==> config.mk <==
export PLATFORM = sky130hd
export DESIGN_NAME = iq_capture_dumper
export DESIGN_NICKNAME = d
export VERILOG_FILES = /design/src/rtl/iq_capture_dumper.sv
export SDC_FILE = /design/constraint.sdc
export NUM_CORES = 2
export LEC_CHECK = 0
export BUFFER_PORTS_ARGS = -buffer_cell sky130_fd_sc_hd__buf_2
export CORE_UTILIZATION = 59
export CTS_BUF_LIST = sky130_fd_sc_hd__clkbuf_4 sky130_fd_sc_hd__clkbuf_8
export DETAILED_ROUTE_END_ITERATION = 8
export PLACE_DENSITY_LB_ADDON = 0.08
export SYNTH_ARGS = -nofsm -noshare
export SYNTH_HDL_FRONTEND = slang
export SYNTH_SLANG_ARGS = --single-unit
==> constraint.sdc <==
create_clock -name clk -period 2.4 [get_ports clk]
set_input_delay 0.36 -clock clk [delete_from_list [all_inputs] [get_ports clk]]
set_output_delay 0.36 -clock clk [all_outputs]
set_load 0.01 [all_outputs]
==> src/rtl/iq_capture_dumper.sv <==
// One-shot I/Q snapshot recorder: captures DEPTH strobed samples into RAM, then streams them
// byte-wise to a UART TX over a start/busy handshake. Optional framing header: DUMP_HEADER_EN.
module iq_capture_dumper #(
  parameter int SW       = 8,
  parameter int NCH      = 2,
  parameter int DEPTH    = 256,
  parameter int AUTO_ARM = 1
) (
  input  logic          clk,
  input  logic          rst,
  input  logic          arm,
  input  logic          smp_stb,
  input  logic [SW-1:0] smp_i,
  input  logic [SW-1:0] smp_q,
  input  logic          tx_busy,
  output logic          tx_start,
  output logic [7:0]    tx_dat,
  output logic          capturing,
  output logic          dumping,
  output logic          done
);

  localparam int BPC = (SW + 7) / 8;
  localparam int AW  = $clog2(DEPTH);
  localparam int NB  = NCH * BPC;
  localparam int WW  = NCH * SW;

  localparam logic [7:0] HB2 = 8'(AW);
  localparam logic [7:0] HB3 = {4'(NCH), 2'(BPC), 2'b00};

  typedef enum logic [2:0] {
    IDLE,
    CAPTURE,
`ifdef DUMP_HEADER_EN
    HDR,
`endif
    RD,
    LAT,
    SEND,
    ACK,
    DONE
  } state_e;

  state_e          state_q;
  logic [AW-1:0]   wr_addr_q;
  logic [AW-1:0]   rd_addr_q;
  logic [1:0]      byte_idx_q;
  logic [3:0][7:0] byte_buf_q;
  logic            hdr_q;
  logic            tx_start_q;
  logic [7:0]      tx_dat_q;
  logic            done_q;

  // Sample RAM: single write port, registered read (maps to SPRAM/BRAM)
  logic [WW-1:0] mem [DEPTH];
  logic [WW-1:0] wr_word;
  logic [WW-1:0] rd_word_q;
  logic          wr_en;

  generate
    if (NCH == 2) begin : g_two
      assign wr_word = {smp_q, smp_i};
    end else begin : g_one
      assign wr_word = smp_i;
    end
  endgenerate

  assign wr_en = (state_q == CAPTURE) && smp_stb;

  always_ff @(posedge clk) begin
    if (wr_en) mem[wr_addr_q] <= wr_word;
    rd_word_q <= mem[rd_addr_q];
  end

  // Split the read word into the transmit byte order: I then Q, LSB byte first, sign-extended
  logic signed [SW-1:0] chan_s;
  logic signed [15:0]   chan_ext;
  logic [3:0][7:0]      smp_bytes;

  always_comb begin
    smp_bytes = '0;
    chan_s    = '0;
    chan_ext  = '0;
    for (int c = 0; c < NCH; c++) begin
      chan_s   = rd_word_q[c*SW +: SW];
      chan_ext = 16'(chan_s);
      for (int b = 0; b < BPC; b++) smp_bytes[c*BPC + b] = chan_ext[b*8 +: 8];
    end
  end

  logic [1:0] last_idx;
  assign last_idx = hdr_q ? 2'd3 : 2'(NB - 1);

  always_ff @(posedge clk) begin
    if (rst) begin
      state_q    <= IDLE;
      wr_addr_q  <= '0;
      rd_addr_q  <= '0;
      byte_idx_q <= '0;
      byte_buf_q <= '0;
      hdr_q      <= 1'b0;
      tx_start_q <= 1'b0;
      tx_dat_q   <= '0;
      done_q     <= 1'b0;
    end else begin
      tx_start_q <= 1'b0;
      case (state_q)
        IDLE: begin
          if (arm || (AUTO_ARM != 0)) begin
            state_q   <= CAPTURE;
            wr_addr_q <= '0;
            done_q    <= 1'b0;
          end
        end
        DONE: begin
          if (arm) begin
            state_q   <= CAPTURE;
            wr_addr_q <= '0;
            done_q    <= 1'b0;
          end
        end
        CAPTURE: begin
          if (smp_stb) begin
            wr_addr_q <= wr_addr_q + AW'(1);
            if (wr_addr_q == AW'(DEPTH - 1)) begin
              rd_addr_q  <= '0;
              byte_idx_q <= '0;
`ifdef DUMP_HEADER_EN
              state_q    <= HDR;
`else
              state_q    <= RD;
`endif
            end
          end
        end
`ifdef DUMP_HEADER_EN
        HDR: begin
          byte_buf_q <= {HB3, HB2, 8'h5A, 8'hA5};
          hdr_q      <= 1'b1;
          byte_idx_q <= '0;
          state_q    <= SEND;
        end
`endif
        RD:  state_q <= LAT;
        LAT: begin
          byte_buf_q <= smp_bytes;
          hdr_q      <= 1'b0;
          state_q    <= SEND;
        end
        SEND: begin
          if (!tx_busy) begin
            tx_start_q <= 1'b1;
            tx_dat_q   <= byte_buf_q[byte_idx_q];
            state_q    <= ACK;
          end
        end
        ACK: begin
          // Guard cycle: the UART raises tx_busy in response to the pulse just issued
          if (byte_idx_q == last_idx) begin
            byte_idx_q <= '0;
            if (hdr_q) begin
              state_q <= RD;
            end else if (rd_addr_q == AW'(DEPTH - 1)) begin
              state_q <= DONE;
              done_q  <= 1'b1;
            end else begin
              rd_addr_q <= rd_addr_q + AW'(1);
              state_q   <= RD;
            end
          end else begin
            byte_idx_q <= byte_idx_q + 2'd1;
            state_q    <= SEND;
          end
        end
        default: state_q <= IDLE;
      endcase
    end
  end

  assign tx_start  = tx_start_q;
  assign tx_dat    = tx_dat_q;
  assign done      = done_q;
  assign capturing = (state_q == CAPTURE);
`ifdef DUMP_HEADER_EN
  assign dumping   = (state_q == HDR) || (state_q == RD) || (state_q == LAT) ||
                     (state_q == SEND) || (state_q == ACK);
`else
  assign dumping   = (state_q == RD) || (state_q == LAT) ||
                     (state_q == SEND) || (state_q == ACK);
`endif

endmodule
* Word-level counts from Yosys, hierarchy flattened
Memories as Yosys holds them, arrays and structs flattened. A register that Yosys moved wholly into a read port is not among the register bits.
Cells that the tools add are included.
** Word-level totals
- Memories :: 1
- Output and inout port bits :: 12
- Input bits :: 21
- Logic and storage cells :: 75
- Bits in registers :: 47
- Memory bits (writable) :: 4096
** Cells by class
- $add $sub $neg :: 3
- Order comparisons :: 1
- Reductions and logical operators :: 15
- Equal/unequal tests :: 16
- Muxes and demuxes :: 28
- Bitwise operators :: 2
** Memories
- mem :: depth 256, bits a word 16, read ports 1, clocked after memory_dff 1, wr ports 1, line 55 : logic [WW-1:0] mem [DEPTH];
** Operator list (number)
- 8-bit 2-to-1 mux :: 7
- 8-bit one-hot mux with 3 select lines :: 1
- 3-bit one-hot mux with 7 select lines :: 1
- 3-bit 2-to-1 mux :: 6
- 8-bit by 1-bit adder with 8-bit output (second input constant) :: 2
- 8-bit binary-select mux with 2-bit select :: 1
- 8-bit equality test (second input constant) :: 2
- 8-bit one-hot mux with 2 select lines :: 1
- 2-bit != test (second input constant) :: 6
- 3-bit equality test (second input constant) :: 3
- 4-bit AND reduction :: 2
- 3-bit by 2-bit equality test with 1-bit output (second input constant) :: 2
- 1-bit 2-to-1 mux :: 6
- 2-bit 2-to-1 mux :: 3
- 3-bit AND reduction :: 2
- 3-bit nonzero test :: 2
- 5-bit AND reduction :: 1
- 2-bit one-hot mux with 2 select lines :: 1
- 3-bit by 1-bit equality test with 1-bit output (second input constant) :: 1
- 3-bit logical NOT :: 1
- 1-bit logical OR :: 3
- 2-bit by 3-bit < comparator with 1-bit output (second input constant) :: 1
- 1-bit one-hot mux with 3 select lines :: 1
- 2-bit by 1-bit adder with 2-bit output (second input constant) :: 1
- 7 further kinds :: 8

* Longest topological paths before layout
- Word-level depth :: 4
- Depth in mapped cells :: 14
- Gate-level depth less buffers :: 8

* Worst setup path before layout
OpenSTA, ideal clock, no wires.
- Kind :: reg2reg
- From :: reg rd_addr_q[0]
- To :: reg rd_word_q[12], read port of mem
- Library setup time :: 0.117 ns
- Required time :: 2.283 ns
- Slack :: -0.241 ns
- Cell stages (with the launch flop) :: 12
- Arrival :: 2.523 ns
- Period minus slack after synthesis :: 2.641 ns
- Path buffers :: 5
- Path through :: dfxtp_1 -> buf_6 -> buf_6 -> buf_6 -> buf_4 -> buf_2 -> mux4_2 -> a21oi_1 -> o211ai_1 -> a222oi_1 -> nor2_1 -> a32o_1
** RTL lines
- start: declaration :: line 46 : logic [AW-1:0] rd_addr_q;
- start signal: assignment :: line 167 : rd_addr_q <= rd_addr_q + AW'(1);
- end: declaration :: line 57 : logic [WW-1:0] rd_word_q;

==> summary by stage <==
Outcome
The run finished, with violations left. The checks that failed: setup timing.

Synth
The most used flip-flop cell after synthesis is sky130_fd_sc_hd__edfxtp_1. Summing the sequential cell areas from Yosys gives 77.69% of the chip area. Yosys instantiated no cell more often than sky130_fd_sc_hd__edfxtp_1. The number of nets in the synthesized netlist is 7215.

Ranked by instance count, the synthesized netlist is headed by 4096 x sky130_fd_sc_hd__edfxtp_1, 1024 x sky130_fd_sc_hd__mux4_2, 346 x sky130_fd_sc_hd__nor2_1. Of the post-synthesis cell area, the dominant cell type holds 76.90%. The netlist area before placement is 0.1599 sq mm. The synthesized design spends more area on one cell type than any other, namely sky130_fd_sc_hd__edfxtp_1.

Yosys printed 0 warnings. The flip-flop and latch count after synthesis is 4159. For this run, asynchronously set or reset flops after synthesis account for 0%. Synthesis handed over a netlist of 7189 instances. The synthesized area per cell is 22.25 sq um.

Yosys mapped the design onto 75 distinct sky130hd cell types. Ranked by total cell area, the synthesized netlist is headed by sky130_fd_sc_hd__edfxtp_1 77%, sky130_fd_sc_hd__mux4_2 14%, sky130_fd_sc_hd__mux2i_1 1.9%, sky130_fd_sc_hd__nor2_1 0.81%, sky130_fd_sc_hd__dfxtp_1 0.79%. In this run, synthesis inferred 4096 flip-flops with an integrated enable.

Timing
Based on the critical path, the design can be clocked at up to 304.3 MHz. On the final layout, the worst clock skew is 93.41 ps. Measured against its own limit, the worst slew margin works out to 30.66%.

The max-slew violation total from the final report is 0. The hold violation count in the final report is 0. At the pin with the least slew margin, the transition time is 1040 ps.

Setup repair after global routing could not meet its margin everywhere. For the finished layout, the period the worst path requires is 3286 ps. Once routing completed, OpenROAD measured the worst setup slack at -885.9 ps. Of the available clock period, the critical path in the final layout requires 136.9%. The count of endpoints failing setup in the final report is 26.

Setup path
The classification of the worst setup path is reg2reg. Data arrives at the worst endpoint at 4390 ps. The number of cells on the worst reg-to-reg path is 10.

STA puts the critical path data required time at 3510 ps. Along the worst path, the maximum fanout reaches 7. STA classifies the critical path endpoint as a register.

The startpoint type of the worst setup path is a register.

Route
The routed design has 458900 um of wire. The average detailed-routed wire length per instance is 35.80 um. After detailed routing, the number of remaining DRC violations is 0. Dividing the detail-routed via count by the number of cells gives 6.628.

The detail route stage leaves a number of antenna-violating nets equal to 0. The number of design-rule violations left by the first detailed-router iteration is 12340. For this block, the via count after detailed routing is 84960. The number of optimization iterations in the first detailed-route pass is 8.

Finish
The count of filler cells inserted in the layout is 15980. The proportion of layout cells with a drive suffix above 1 is 39.62%. Across the whole layout, storage elements account for 0.1243 sq mm.

Compared with the post-synthesis result, the final layout area differs by 19.93%. Excluding fillers, the count of instances in the completed layout stands at 12820. Once layout is done, the placed cells without fillers occupy 0.1918 sq mm.

In the final design database the tool counted 8788 nets. The total area of multi-input combinational cells is 0.03458 sq mm.

Placement
After detailed placement, the total cell area comes to 0.1763 sq mm. Once placement completed, the tool counted placed cells totaling 11510. Routability-driven placement finished with a final weighted congestion of 0.9189. In this run the tool buffered the top-level ports with 32 buffer cells. The sum of net half-perimeters after detailed placement is 281800 um.

Timing analysis after detailed placement gives a worst setup slack of -1412 ps.

Global route
The first global-routing pass estimated 638700 um of wire. The number of antenna violations at the first check in global routing is 15. The number of global-route vias before repair was 84720. The total congestion overflow after global routing is 0. Entering global routing, the biggest net connects 132 pins. Across every metal layer, demand over resource in global routing totals 33.88%.

Die
In this run the count of I/O pins placed on the die edge is 33. Measured along the y axis, the die boundary spans 522.7 um. For this configuration, the core starts out at a cell density of 59.49%.

The core box area is 0.2689 sq mm. The die span in x is 522.7 um. The number of rows created at floorplan is 190. The die area is 0.2732 sq mm.

Worst hold path
The number of stages on the worst hold path is 2. The kind of path behind the tightest hold check is in2reg.

Run
Max-cap violations in this run came to 0.

Clock tree
The number of buffers created by CTS is 652. Clock tree synthesis selected as its root buffer the cell sky130_fd_sc_hd__clkbuf_8. The clock tree synthesis step divided the H-tree into 6 levels. The maximum buffer depth of the clock tree is 4. The clock slew seen by the registers of the worst setup and hold paths is 60 ps. CTS saw 4159 sinks. The CTS tree is yes. The insertion delay of the later-clocked pin in the worst-skew pair is 1260 ps.

Power and ir drop
For this design the static power due to leakage is 60.86 nW. The largest vdd supply drop is 0.0005945 V. The power density over cell area is 726.6 mW/mm^2.
## routing by layer
| metal | part of all wire, % | GRT usage, % | vias up |
|---|---|---|---|
| li1 | - | - | 33740 |
| met1 | 38 | 47.82 | 44920 |
| met2 | 47 | 52.51 | 5361 |
| met3 | 11 | 7.450 | 931 |
| met4 | 4.1 | 12.96 | 4 |
| met5 | 0.017 | 0 | - |
## layout make-up
cell class | instances | share of cell area, %
tap | 3552 | 2.317
clock buffer | 886 | 5.639
timing repair buffer | 1342 | 8.325
clock inverter | 261 | 0.8532
sequential | 4159 | 64.79
antenna | 11 | 0.01435
inverter | 11 | 0.02870
multi-input combinational | 2596 | 18.03
## metrics by stage
stage / hold slack (ps) / util (%) / total power [mW] / TNS [ps]
final: 162.9 / 71.34 / 139.4 / -14380
after CTS: 99.96 / 71.02 / 139.9 / -12380
after global placement: 427.1 / 65.56 / 82.86 / -17990
after floorplan: 417.4 / - / 81.41 / -544530
after detailed placement: 438.7 / 65.56 / 82.96 / -17980
after global routing: 148.5 / 71.34 / 143.0 / -14490
## worst max-delay path: stages (launching register included)
cell and delay (ps):
sky130_fd_sc_hd__dfxtp_4 370, sky130_fd_sc_hd__buf_12 150, sky130_fd_sc_hd__buf_4 150, sky130_fd_sc_hd__buf_16 160, sky130_fd_sc_hd__clkbuf_16 170, sky130_fd_sc_hd__mux4_2 500
sky130_fd_sc_hd__mux4_2 540, sky130_fd_sc_hd__a221oi_4 380, sky130_fd_sc_hd__buf_4 170, sky130_fd_sc_hd__o211ai_1 190, sky130_fd_sc_hd__a32o_1 310
## final timing paths
check | to | slack (ps) | start
min reg2reg | byte_buf_q[9] | 400 | rd_word_q[9]
max | rd_word_q[11] | -890 | rd_addr_q[0]
max reg2reg | rd_word_q[11] | -890 | rd_addr_q[0]
min | mem[142][7] | 160 | smp_i[7]
## flip-flops by register name, summed over array words and instances (netlist names), 2 cells and up
signal	cells
mem	4096
byte_buf_q	16
rd_word_q	16
rd_addr_q	8
tx_dat	8
wr_addr_q	8
state_q	3
byte_idx_q	2
## cell usage in the layout (no fill, tap or decap), types with 23 or more instances in the layout
cell                            synthesis  routed
sky130_fd_sc_hd__edfxtp_1            4096    4096
sky130_fd_sc_hd__mux2i_1              296     292
sky130_fd_sc_hd__a22oi_1               63      55
sky130_fd_sc_hd__nor2_2                 0     119
sky130_fd_sc_hd__nor2_1               346     218
sky130_fd_sc_hd__dlygate4sd3_1          0      24
sky130_fd_sc_hd__a221oi_1              71      59
sky130_fd_sc_hd__nand2_2                0      24
sky130_fd_sc_hd__clkbuf_4               0     220
sky130_fd_sc_hd__nand3_1               28      23
sky130_fd_sc_hd__a21oi_1              139     122
sky130_fd_sc_hd__o21ai_1               38      36
sky130_fd_sc_hd__clkbuf_8               0     673
sky130_fd_sc_hd__o221ai_1              39      35
sky130_fd_sc_hd__nand2_1              174     148
sky130_fd_sc_hd__o22ai_1               55      50
sky130_fd_sc_hd__clkinv_2               0      49
sky130_fd_sc_hd__o21ai_0               50      38
sky130_fd_sc_hd__mux4_2              1024    1025
sky130_fd_sc_hd__clkinv_1               0     152
sky130_fd_sc_hd__buf_12                 3     395
sky130_fd_sc_hd__dfxtp_1               63      51
sky130_fd_sc_hd__buf_4                 33     812
sky130_fd_sc_hd__buf_6                 59      42
## where the power goes
| part | switching [mW] | internal [mW] | total, mW |
|---|---|---|---|
| clock | 27.6 | 30.3 | 57.9 |
| sequential | 0.0149 | 79.8 | 79.8 |
| combinational | 1.44 | 0.310 | 1.75 |
## cells by family (layout without fill, tap and decap cells)
family / Yosys count / after routing / synth area share [%]
buf+inv: 434 / 2500 / 1.560
compound gates: 593 / 593 / 2.546
other cells: 0 / 11 / 0
simple gates: 646 / 646 / 1.678
flops: 4159 / 4159 / 77.69
mux: 1340 / 1340 / 16.42
xor+xnor: 12 / 12 / 0.06571
fa+ha+maj: 5 / 5 / 0.03911
## timing repair
item	4_1_cts	5_1_grt
endpoints found under the hold margin	3410	0
pin swaps	45	43
setup endpoints to repair	26	26
hold buffers	24	0
buffers inserted	71	54
cloned	11	2
resized for setup	221	113
(Power assumes the default switching activity.)
